File: src/rtl/ysyx_25020037_icache_pkg.sv
// Shared definitions for the IFU instruction cache: controller states,
// AXI response codes and the cacheable-region test.
package ysyx_25020037_icache_pkg;

  typedef enum logic [2:0] {
    S_IDLE,
    S_LOOKUP,
    S_MISS_AR,
    S_MISS_R,
    S_RESP
  } state_e;

  localparam logic [1:0] RESP_OKAY = 2'b00;

  function automatic logic is_cacheable(input logic [31:0] addr,
                                        input logic [31:0] base,
                                        input logic [31:0] mask);
    return (addr & mask) == base;
  endfunction

endpackage

File: src/rtl/ysyx_25020037_icache_array.sv
// Direct-mapped tag/data storage: combinational read, synchronous write,
// valid vector cleared by reset or flush.
module ysyx_25020037_icache_array #(
  parameter int unsigned NLINES = 16,
  parameter int unsigned IDX    = $clog2(NLINES),
  parameter int unsigned TAG    = 30 - IDX
) (
  input  logic            clk,
  input  logic            rst,
  input  logic            i_flush,
  input  logic [IDX-1:0]  i_idx,
  output logic            o_valid,
  output logic [TAG-1:0]  o_tag,
  output logic [31:0]     o_data,
  input  logic            i_wr_en,
  input  logic [TAG-1:0]  i_wr_tag,
  input  logic [31:0]     i_wr_data
);

  logic [NLINES-1:0] r_valid;
  logic [TAG-1:0]    r_tag  [NLINES];
  logic [31:0]       r_data [NLINES];

  // Flush wins over a same-cycle fill so a fence never leaves a line valid.
  always_ff @(posedge clk) begin
    if (rst || i_flush) begin
      r_valid <= '0;
    end else if (i_wr_en) begin
      r_valid[i_idx] <= 1'b1;
    end
  end

  always_ff @(posedge clk) begin
    if (i_wr_en) begin
      r_tag[i_idx]  <= i_wr_tag;
      r_data[i_idx] <= i_wr_data;
    end
  end

  assign o_valid = r_valid[i_idx];
  assign o_tag   = r_tag[i_idx];
  assign o_data  = r_data[i_idx];

endmodule

File: src/rtl/ysyx_25020037_icache.sv
// Direct-mapped single-word-line I-cache between the IFU AXI4-Lite read port
// and the crossbar; one outstanding request, hit/miss performance counters.
module ysyx_25020037_icache
  import ysyx_25020037_icache_pkg::*;
#(
  parameter int unsigned NLINES     = 16,
  parameter logic [31:0] CACHE_BASE = 32'h8000_0000,
  parameter logic [31:0] CACHE_MASK = 32'hF800_0000
) (
  input  logic        clk,
  input  logic        rst,
  input  logic [31:0] ifu_araddr,
  input  logic        ifu_arvalid,
  output logic        ifu_arready,
  output logic [31:0] ifu_rdata,
  output logic [1:0]  ifu_rresp,
  output logic        ifu_rvalid,
  input  logic        ifu_rready,
  output logic [31:0] mem_araddr,
  output logic        mem_arvalid,
  input  logic        mem_arready,
  input  logic [31:0] mem_rdata,
  input  logic [1:0]  mem_rresp,
  input  logic        mem_rvalid,
  output logic        mem_rready,
  input  logic        fence_i,
  output logic [31:0] hit_cnt,
  output logic [31:0] miss_cnt
);

  localparam int unsigned IDX = $clog2(NLINES);
  localparam int unsigned TAG = 30 - IDX;

  state_e      r_state;
  logic [31:2] r_addr;
  logic        r_cacheable;
  logic        r_arready;
  logic        r_rvalid;
  logic [31:0] r_rdata;
  logic [1:0]  r_rresp;
  logic        r_mem_arvalid;
  logic [31:0] r_mem_araddr;
  logic        r_mem_rready;
  logic [31:0] r_hit_cnt;
  logic [31:0] r_miss_cnt;

  logic [IDX-1:0] w_idx;
  logic [TAG-1:0] w_addr_tag;
  logic           w_line_valid;
  logic [TAG-1:0] w_line_tag;
  logic [31:0]    w_line_data;
  logic           w_hit;
  logic           w_fill;

  assign w_idx      = r_addr[IDX+1:2];
  assign w_addr_tag = r_addr[31:IDX+2];

  // A fence in the lookup cycle forces a miss; error responses are never cached.
  assign w_hit  = r_cacheable && w_line_valid && (w_line_tag == w_addr_tag) && !fence_i;
  assign w_fill = (r_state == S_MISS_R) && mem_rvalid && r_cacheable && (mem_rresp == RESP_OKAY);

  ysyx_25020037_icache_array #(
    .NLINES (NLINES)
  ) u_array (
    .clk       (clk),
    .rst       (rst),
    .i_flush   (fence_i),
    .i_idx     (w_idx),
    .o_valid   (w_line_valid),
    .o_tag     (w_line_tag),
    .o_data    (w_line_data),
    .i_wr_en   (w_fill),
    .i_wr_tag  (w_addr_tag),
    .i_wr_data (mem_rdata)
  );

  always_ff @(posedge clk) begin
    if (rst) begin
      r_state       <= S_IDLE;
      r_addr        <= '0;
      r_cacheable   <= 1'b0;
      r_arready     <= 1'b0;
      r_rvalid      <= 1'b0;
      r_rdata       <= '0;
      r_rresp       <= '0;
      r_mem_arvalid <= 1'b0;
      r_mem_araddr  <= '0;
      r_mem_rready  <= 1'b0;
      r_hit_cnt     <= '0;
      r_miss_cnt    <= '0;
    end else begin
      case (r_state)
        S_IDLE: begin
          if (!r_arready) begin
            r_arready <= 1'b1;
          end else if (ifu_arvalid) begin
            r_addr      <= ifu_araddr[31:2];
            r_cacheable <= is_cacheable(ifu_araddr, CACHE_BASE, CACHE_MASK);
            r_arready   <= 1'b0;
            r_state     <= S_LOOKUP;
          end
        end
        S_LOOKUP: begin
          if (w_hit) begin
            r_rdata   <= w_line_data;
            r_rresp   <= RESP_OKAY;
            r_rvalid  <= 1'b1;
            r_hit_cnt <= r_hit_cnt + 32'd1;
            r_state   <= S_RESP;
          end else begin
            r_miss_cnt    <= r_miss_cnt + 32'd1;
            r_mem_arvalid <= 1'b1;
            r_mem_araddr  <= {r_addr, 2'b00};
            r_state       <= S_MISS_AR;
          end
        end
        S_MISS_AR: begin
          if (mem_arready) begin
            r_mem_arvalid <= 1'b0;
            r_mem_rready  <= 1'b1;
            r_state       <= S_MISS_R;
          end
        end
        S_MISS_R: begin
          if (mem_rvalid) begin
            r_rdata      <= mem_rdata;
            r_rresp      <= mem_rresp;
            r_mem_rready <= 1'b0;
            r_rvalid     <= 1'b1;
            r_state      <= S_RESP;
          end
        end
        S_RESP: begin
          if (ifu_rready) begin
            r_rvalid  <= 1'b0;
            r_arready <= 1'b1;
            r_state   <= S_IDLE;
          end
        end
        default: r_state <= S_IDLE;
      endcase
    end
  end

  assign ifu_arready = r_arready;
  assign ifu_rvalid  = r_rvalid;
  assign ifu_rdata   = r_rdata;
  assign ifu_rresp   = r_rresp;
  assign mem_arvalid = r_mem_arvalid;
  assign mem_araddr  = r_mem_araddr;
  assign mem_rready  = r_mem_rready;
  assign hit_cnt     = r_hit_cnt;
  assign miss_cnt    = r_miss_cnt;

endmodule
File: config.mk
export PLATFORM = sky130hd
export DESIGN_NAME = ysyx_25020037_icache
export DESIGN_NICKNAME = d
export VERILOG_FILES = /design/src/rtl/ysyx_25020037_icache_pkg.sv /design/src/rtl/ysyx_25020037_icache_array.sv /design/src/rtl/ysyx_25020037_icache.sv
export SDC_FILE = /design/constraint.sdc
export NUM_CORES = 1
export LEC_CHECK = 0
export ABC_AREA = 1
export ABC_CLOCK_PERIOD_IN_PS = 7900
export CORE_ASPECT_RATIO = 1.25
export CORE_MARGIN = 3
export CORE_UTILIZATION = 30
export CTS_CLUSTER_DIAMETER = 50
export DETAILED_ROUTE_END_ITERATION = 8
export SLEW_MARGIN = 20
export SYNTH_ARGS = -nofsm -noshare
export SYNTH_HDL_FRONTEND = slang
export SYNTH_SLANG_ARGS = --single-unit
File: constraint.sdc
create_clock -name clk -period 7.9 [get_ports clk]
set_input_delay 1.58 -clock clk [delete_from_list [all_inputs] [get_ports clk]]
set_output_delay 1.58 -clock clk [all_outputs]
set_load 0.01 [all_outputs]
==> results of run 1 <==
per-stage QoR:
| step | instances | instance area, sq um | worst slack (ns) |
|---|---|---|---|
| 3_5_place_dp | 6214 | 49600 | 2.66 |
| 3_3_place_gp | 6214 | 49600 | 2.65 |
| 2_1_floorplan | 4204 | 45800 | 2.92 |
| 4_1_cts | 6450 | 53900 | 2.72 |
| 6_report | 6459 | 53900 | 2.75 |
| 5_1_grt | 6454 | 53900 | 2.31 |
final timing paths:
kind | startpoint | to | slack [ns] | depth (start not counted)
hold / removal | ifu_rvalid$_SDFFE_PP0P_ | ifu_rvalid$_SDFFE_PP0P_ | 0.45 | 2
setup / recovery | flop | ifu_rdata[6]$_SDFFE_PP0P_ | 2.75 | 18
setup reg to reg | flop | ifu_rdata[6]$_SDFFE_PP0P_ | 2.75 | 18
hold reg to reg | ifu_rvalid$_SDFFE_PP0P_ | ifu_rvalid$_SDFFE_PP0P_ | 0.45 | 2
registers in the layout, summed over array words and instances (netlist names), named ones only:
register         count
ifu_arready          1
u_array.r_tag      416
hit_cnt             32
r_addr              30
u_array.r_data     512
mem_araddr          30
u_array.r_valid     16
mem_arvalid          1
ifu_rvalid           1
r_cacheable          1
mem_rready           1
ifu_rresp            2
miss_cnt            32
r_state              3
ifu_rdata           32
metal layers:
layer	track usage	share of wire
met5	0	0.00039
met4	0.0512	0.026
met1	0.221	0.43
met2	0.256	0.46
met3	0.0310	0.078
power breakdown:
part | switching, mW | internal [mW]
registers | 0.322 | 6.65
clock network | 2.41 | 3.45
logic | 2.21 | 0.955
total | 4.94 | 11.1
cell type report:
cell class	instances	area [sq um]	area share
timing repair buffer	254	2480	0.0460
inverter	260	1000	0.0185
multi-input combinational	2575	12100	0.224
tap	2012	2520	0.0467
clock inverter	63	618	0.0115
antenna	8	20.0	0.000371
sequential	1114	31600	0.586
clock buffer	173	3610	0.0670
placed cells by master (no fill, tap or decap), types with 10 or more instances in the layout:
cell type	count
o211ai_1	41
nor2_4	17
buf_4	46
o22ai_1	26
dfxtp_1	182
clkinv_1	11
nand3_1	333
o21ai_0	355
o221ai_1	102
nor4_1	12
nor2_1	543
clkdlybuf4s50_1	201
inv_1	249
o21ai_1	41
a21oi_1	150
nand4_1	27
clkinv_2	19
edfxtp_1	928
clkinv_4	10
nor3_1	25
a31oi_1	18
clkbuf_1	30
nand2_1	830
xor2_1	15
clkbuf_16	136
cells in the mapped netlist, types with 3 or more instances:
cell type / number
edfxtp_1: 928
nand2_1: 831
nor2_1: 559
o21ai_0: 355
nand3_1: 333
inv_1: 251
dfxtp_1: 186
a21oi_1: 150
clkbuf_1: 145
o221ai_1: 102
o21ai_1: 42
buf_2: 41
o211ai_1: 41
nand4_1: 27
nor3_1: 27
buf_6: 26
o22ai_1: 26
buf_4: 25
a31oi_1: 18
buf_1: 18
xor2_1: 15
nor4_1: 13
mux2i_1: 7
o21bai_1: 6
xnor2_1: 6
nand3_2: 5
inv_2: 4
clkinv_1: 3
logic make-up after synthesis:
| family | count (synthesis) | share of synthesized area |
|---|---|---|
| AND/OR/NAND/NOR | 1800 | 0.161 |
| flip-flops | 1114 | 0.690 |
| AO/OA/AOI/OAI | 743 | 0.0935 |
| buffers and inverters | 515 | 0.0498 |
| XOR/XNOR | 21 | 0.00402 |
| multiplexers | 7 | 0.00153 |
| adder cells (fa/ha/maj) | 2 | 0.000546 |
| other | 1 | 0.0000819 |
tightest hold or removal path: stages (launching register included):
cell and delay (ns):
dfxtp_1 0.31, inv_1 0.05, a21oi_1 0.05
==> flow_summary.ini, run 1 <==
[run_status]
status = finished, violations left
violations = DRC

[clock_network]
cts_inserted_buffers = 130
cts_resized = 0
clk_latency_ns = 0.74
htreeDepth = 4
postCtsSetupBuffers = 0
cts.clk_slew.worst_paths_ns = 0.06
ctsHoldBuffers = 0
cts_tree = yes
cts_root_buf = clkbuf_16
cts.sinks = 1114
cts_buffer_depth = 3

[sta]
setup_tns_ns = 0
tightestPinTransition_ns = 1.10
hold_viol = 0
final.period_utilization = 0.652
slew_violations = 0
fin_worst_skew_ns = 0.0623
period_needed_ns = 5.15
fmax_mhz = 194
holdWs_ns = 0.452
rsz0062_at_grt = no
finalSetupViolCount = 0
slew_headroom = 0.264

[layout]
fillers = 14628
area_delta_synth_final_pct = 17.8
drive_gt1_frac = 0.0660
fin_nets = 4410
utilization = 0.357

[placement]
port_buffers = 202
gp_congestion = 0.855
hpwl_um = 71500

[synth]
synth_edf_count = 928
synthTopCellsByArea = edfxtp_1, dfxtp_1, nand2_1, nor2_1, o21ai_0
synth_area_sq_um = 45800
avgSynthCellArea_sq_um = 10.9
synthArstFlopShare = 0
yosysUniqueCellTypes = 36
ys.flop_type = edfxtp_1
yosysWarnings = 0
ys_seq_area_frac = 0.690
synth_cells = 4203
synth_top_area_share = 0.609
synth-seq-cells = 1114
yosysTopAreaCell = edfxtp_1

[grt]
antenna_found_initial = 17
grt_usage = 0.161
grt_pass1_wl_um = 194000
grt_max_degree = 230
gr-total-overflow = 0
first_global_vias = 30245

[floorplanning]
ios = 207
die_area_sq_um = 157000
dieWidth_um = 355
start_util = 0.303
coreArea_sq_um = 151000
row_count = 159
die_h_um = 443

[setup_path]
cp-end-kind = flop
worstPathCellList = inv_8 > buf_4 > o211ai_1 > nand3_1 > nand3_1 > nand2_1 > nand2_1 > nand2_1 > nand2_1 > nor2_1 > nand2_1 > nor2_1 > nand3_2 > nand2_2 > buf_4 > nand2_1 > nand2_1 > a21oi_1
cp_slowest_stage_delay_ns = 0.73
cp.required_ns = 8.47
critPathSlowestCell = inv_8
crit_type = reg -> reg
cp.arrival_ns = 5.71
path_max_fanout = 138
critPathTopFamily = simple AND/OR/NAND/NOR gates
path_common_cell = nand2_1
cp_num_buf_inv = 3
start_kind = flop

[drt]
wl_per_cell_um = 20.2
firstDrtPassIters = 8
vias = 32096
totalWireLength_um = 130000
dr.first_iter.drc_count = 3137
avgViaCountPerCell = 4.97
post-route-drc-count = 1
ant_nets = 0

[pwr]
power_density_nw_per_um2 = 297
leakage_nw = 18.6
finalPower_mw = 16.0
vdd_drop_max_mv = 0.248

[flow_run]
maxCapViolations = 0

[worst_hold_path]
hold_path_class = reg -> reg
No activity file was read; power rests on OpenSTA's default activity.
==> run 2: changes to the inputs <==
--- a/config.mk
+++ b/config.mk
@@ -6,7 +6,7 @@
 export NUM_CORES = 1
 export LEC_CHECK = 0
 export ABC_AREA = 1
-export ABC_CLOCK_PERIOD_IN_PS = 7900
+export ABC_CLOCK_PERIOD_IN_PS = 5200
 export CORE_ASPECT_RATIO = 1.25
 export CORE_MARGIN = 3
 export CORE_UTILIZATION = 30
==> constraint.sdc (replaced) <==
create_clock -name clk -period 5.2 [get_ports clk]
set_input_delay 1.04 -clock clk [delete_from_list [all_inputs] [get_ports clk]]
set_output_delay 1.04 -clock clk [all_outputs]
set_load 0.01 [all_outputs]
==> flow_summary.ini, run 2 (same netlist as run 1, synthesis figures left out) <==
[pwr]
p_sw_mw = 7.73
clkPwrFrac = 0.371
seqPwrFrac = 0.427
power_density_nw_per_um2 = 454
leakage_nw = 18.8
p_int_mw = 17.0
switching_share = 0.313
vdd_drop_max_mv = 0.312
combPwrFrac = 0.202

[grt]
grtUsageMet2 = 0.265
gr-total-overflow = 0
antenna_found_initial = 19
grt_util_met3 = 0.0396
grt_pass1_wl_um = 196000
top_usage_layer = met2
grt_max_degree = 209
use_met1 = 0.218
first_global_vias = 30377
grt_usage = 0.164

[drt]
vias = 32107
dr.first_iter.drc_count = 3295
avgViaCountPerCell = 4.95
post-route-drc-count = 0
firstDrtPassIters = 6
totalWireLength_um = 133000
wl_per_cell_um = 20.5
ant_nets = 0

[layout]
final_cell_mix = edfxtp_1, nand2_1, nor2_1, o21ai_0, nand3_1
fillers = 14624
seqCellArea_sq_um = 31600
regMostFlops = u_array.r_data
multi_input_area_sq_um = 12100
stdcell_area_sq_um = 54300
fin_nets = 4433
area_delta_synth_final_pct = 18.6
largest_reg_flops = 512
top_regs = u_array.r_data: 512 flops, u_array.r_tag: 416 flops
drive_gt1_frac = 0.0722
final_common_cell = edfxtp_1
utilization = 0.360

[worst_hold_path]
hold_path_class = reg -> reg

[sta]
rsz0062_at_grt = no
setup_tns_ns = 0
finalSetupViolCount = 0
fin_worst_skew_ns = 0.0472
slew_violations = 0
tightestPinTransition_ns = 1.15
final.period_utilization = 0.792
fmax_mhz = 243
period_needed_ns = 4.12
hold_viol = 0
slew_headroom = 0.234

[setup_path]
cp.required_ns = 5.79
start_kind = flop
r2r_end = hit_cnt[4]$_SDFFE_PP0P_
r2r_cells = 18
cp-end-kind = flop
worstPathCellList = buf_12 > nor2_1 > nor2_1 > o21ai_1 > nand3_1 > nand3_1 > nand2_1 > nand2_1 > nand2_1 > nand2_1 > nor2_1 > nand2_1 > nor2_1 > nand3_2 > inv_1 > nand2_1 > o21ai_0 > nor2_1
path_max_fanout = 189
cp_slowest_stage_delay_ns = 0.66
path_common_cell = nand2_1
crit_type = reg -> reg
critPathSlowestCell = inv_1
cp.arrival_ns = 4.71
r2r_slack_ns = 1.08
setup.worst_path.end = hit_cnt[4]$_SDFFE_PP0P_

[floorplanning]
coreArea_sq_um = 151000
start_util = 0.303
die_h_um = 443
row_count = 159
dieWidth_um = 355
die_area_sq_um = 157000
ios = 207

[placement]
gp_congestion = 0.853
dpl_cell_area_sq_um = 49900
port_buffers = 202
hpwl_um = 73500

[clock_network]
cts.sinks = 1114
cts_buffer_depth = 3
htreeDepth = 4
cts_inserted_buffers = 132
cts.clk_slew.worst_paths_ns = 0.05
cts_root_buf = clkbuf_16
cts_resized = 0
clk_latency_ns = 0.74
cts_tree = yes
ctsHoldBuffers = 0
postCtsSetupBuffers = 0

[run_status]
status = complete, no violations

[flow_run]
maxCapViolations = 0
run 2: cell count changes in the layout (fill, tap and decap cells not counted):
cell | previous run | this run
clkinv_8 | 6 | 9
clkbuf_16 | 136 | 134
buf_4 | 46 | 61
inv_16 | 0 | 1
clkinv_4 | 10 | 5
bufinv_16 | 6 | 9
inv_6 | 8 | 6
clkinvlp_4 | 6 | 9
clkbuf_1 | 30 | 16
buf_12 | 6 | 12
clkinv_1 | 11 | 19
inv_8 | 1 | 6
clkinv_16 | 1 | 3
run 2: stage by stage:
step / std cells / hold slack, ns / power (mW) / setup WS, ns
after detailed placement: 6236 / 0.440 / 15.7 / 1.06
after global placement: 6236 / 0.443 / 15.6 / 1.02
final: 6482 / 0.448 / 24.7 / 1.08
after floorplan: 4204 / 0.440 / 13.7 / 0.757
after global routing: 6477 / 0.468 / 25.7 / 0.663
after CTS: 6474 / 0.450 / 24.8 / 1.17
run 2: cell type report:
type,instances,area share
flip-flops and latches,1114,0.582
multi-input cells,2575,0.222
clock buffers,157,0.0646
repair buffers,275,0.0500
well taps,2012,0.0463
inverters,260,0.0184
clock inverters,81,0.0163
diodes,8,0.000369
run 2: how the worst min path moves through the flow:
stage,start,to,slack [ns],depth (start not counted)
finish,ifu_rvalid$_SDFFE_PP0P_,ifu_rvalid$_SDFFE_PP0P_,0.45,2
CTS,ifu_rvalid$_SDFFE_PP0P_,ifu_rvalid$_SDFFE_PP0P_,0.45,2
global route,ifu_rvalid$_SDFFE_PP0P_,ifu_rvalid$_SDFFE_PP0P_,0.47,2
floorplan,u_array.r_valid[11]$_SDFFE_PP0P_,u_array.r_valid[11]$_SDFFE_PP0P_,0.44,2
detailed placement,ifu_rvalid$_SDFFE_PP0P_,ifu_rvalid$_SDFFE_PP0P_,0.44,2
global placement,ifu_rvalid$_SDFFE_PP0P_,ifu_rvalid$_SDFFE_PP0P_,0.44,2
run 2: power groups by stage:
stage	combinational [mW]	sequential [mW]	clock (mW)
after floorplan	3.09	10.6	0
after global placement	4.91	10.7	0
after detailed placement	4.95	10.7	0
after CTS	4.97	10.5	9.32
after global routing	5.47	10.6	9.69
final	4.97	10.5	9.17
run 2: routing by layer:
| layer | part of all wire | vias to the layer above |
|---|---|---|
| met5 | 0.00037 | - |
| met4 | 0.023 | 6 |
| met3 | 0.085 | 197 |
| met2 | 0.47 | 1223 |
| met1 | 0.42 | 15643 |
| li1 | - | 15038 |
run 2: critical path: cells and delay by family, from the launching register on:
family          cells  cell delay [ns]
compound gates      2             0.27
buf+inv             2             1.22
simple gates       14             1.83
flops               1             0.41
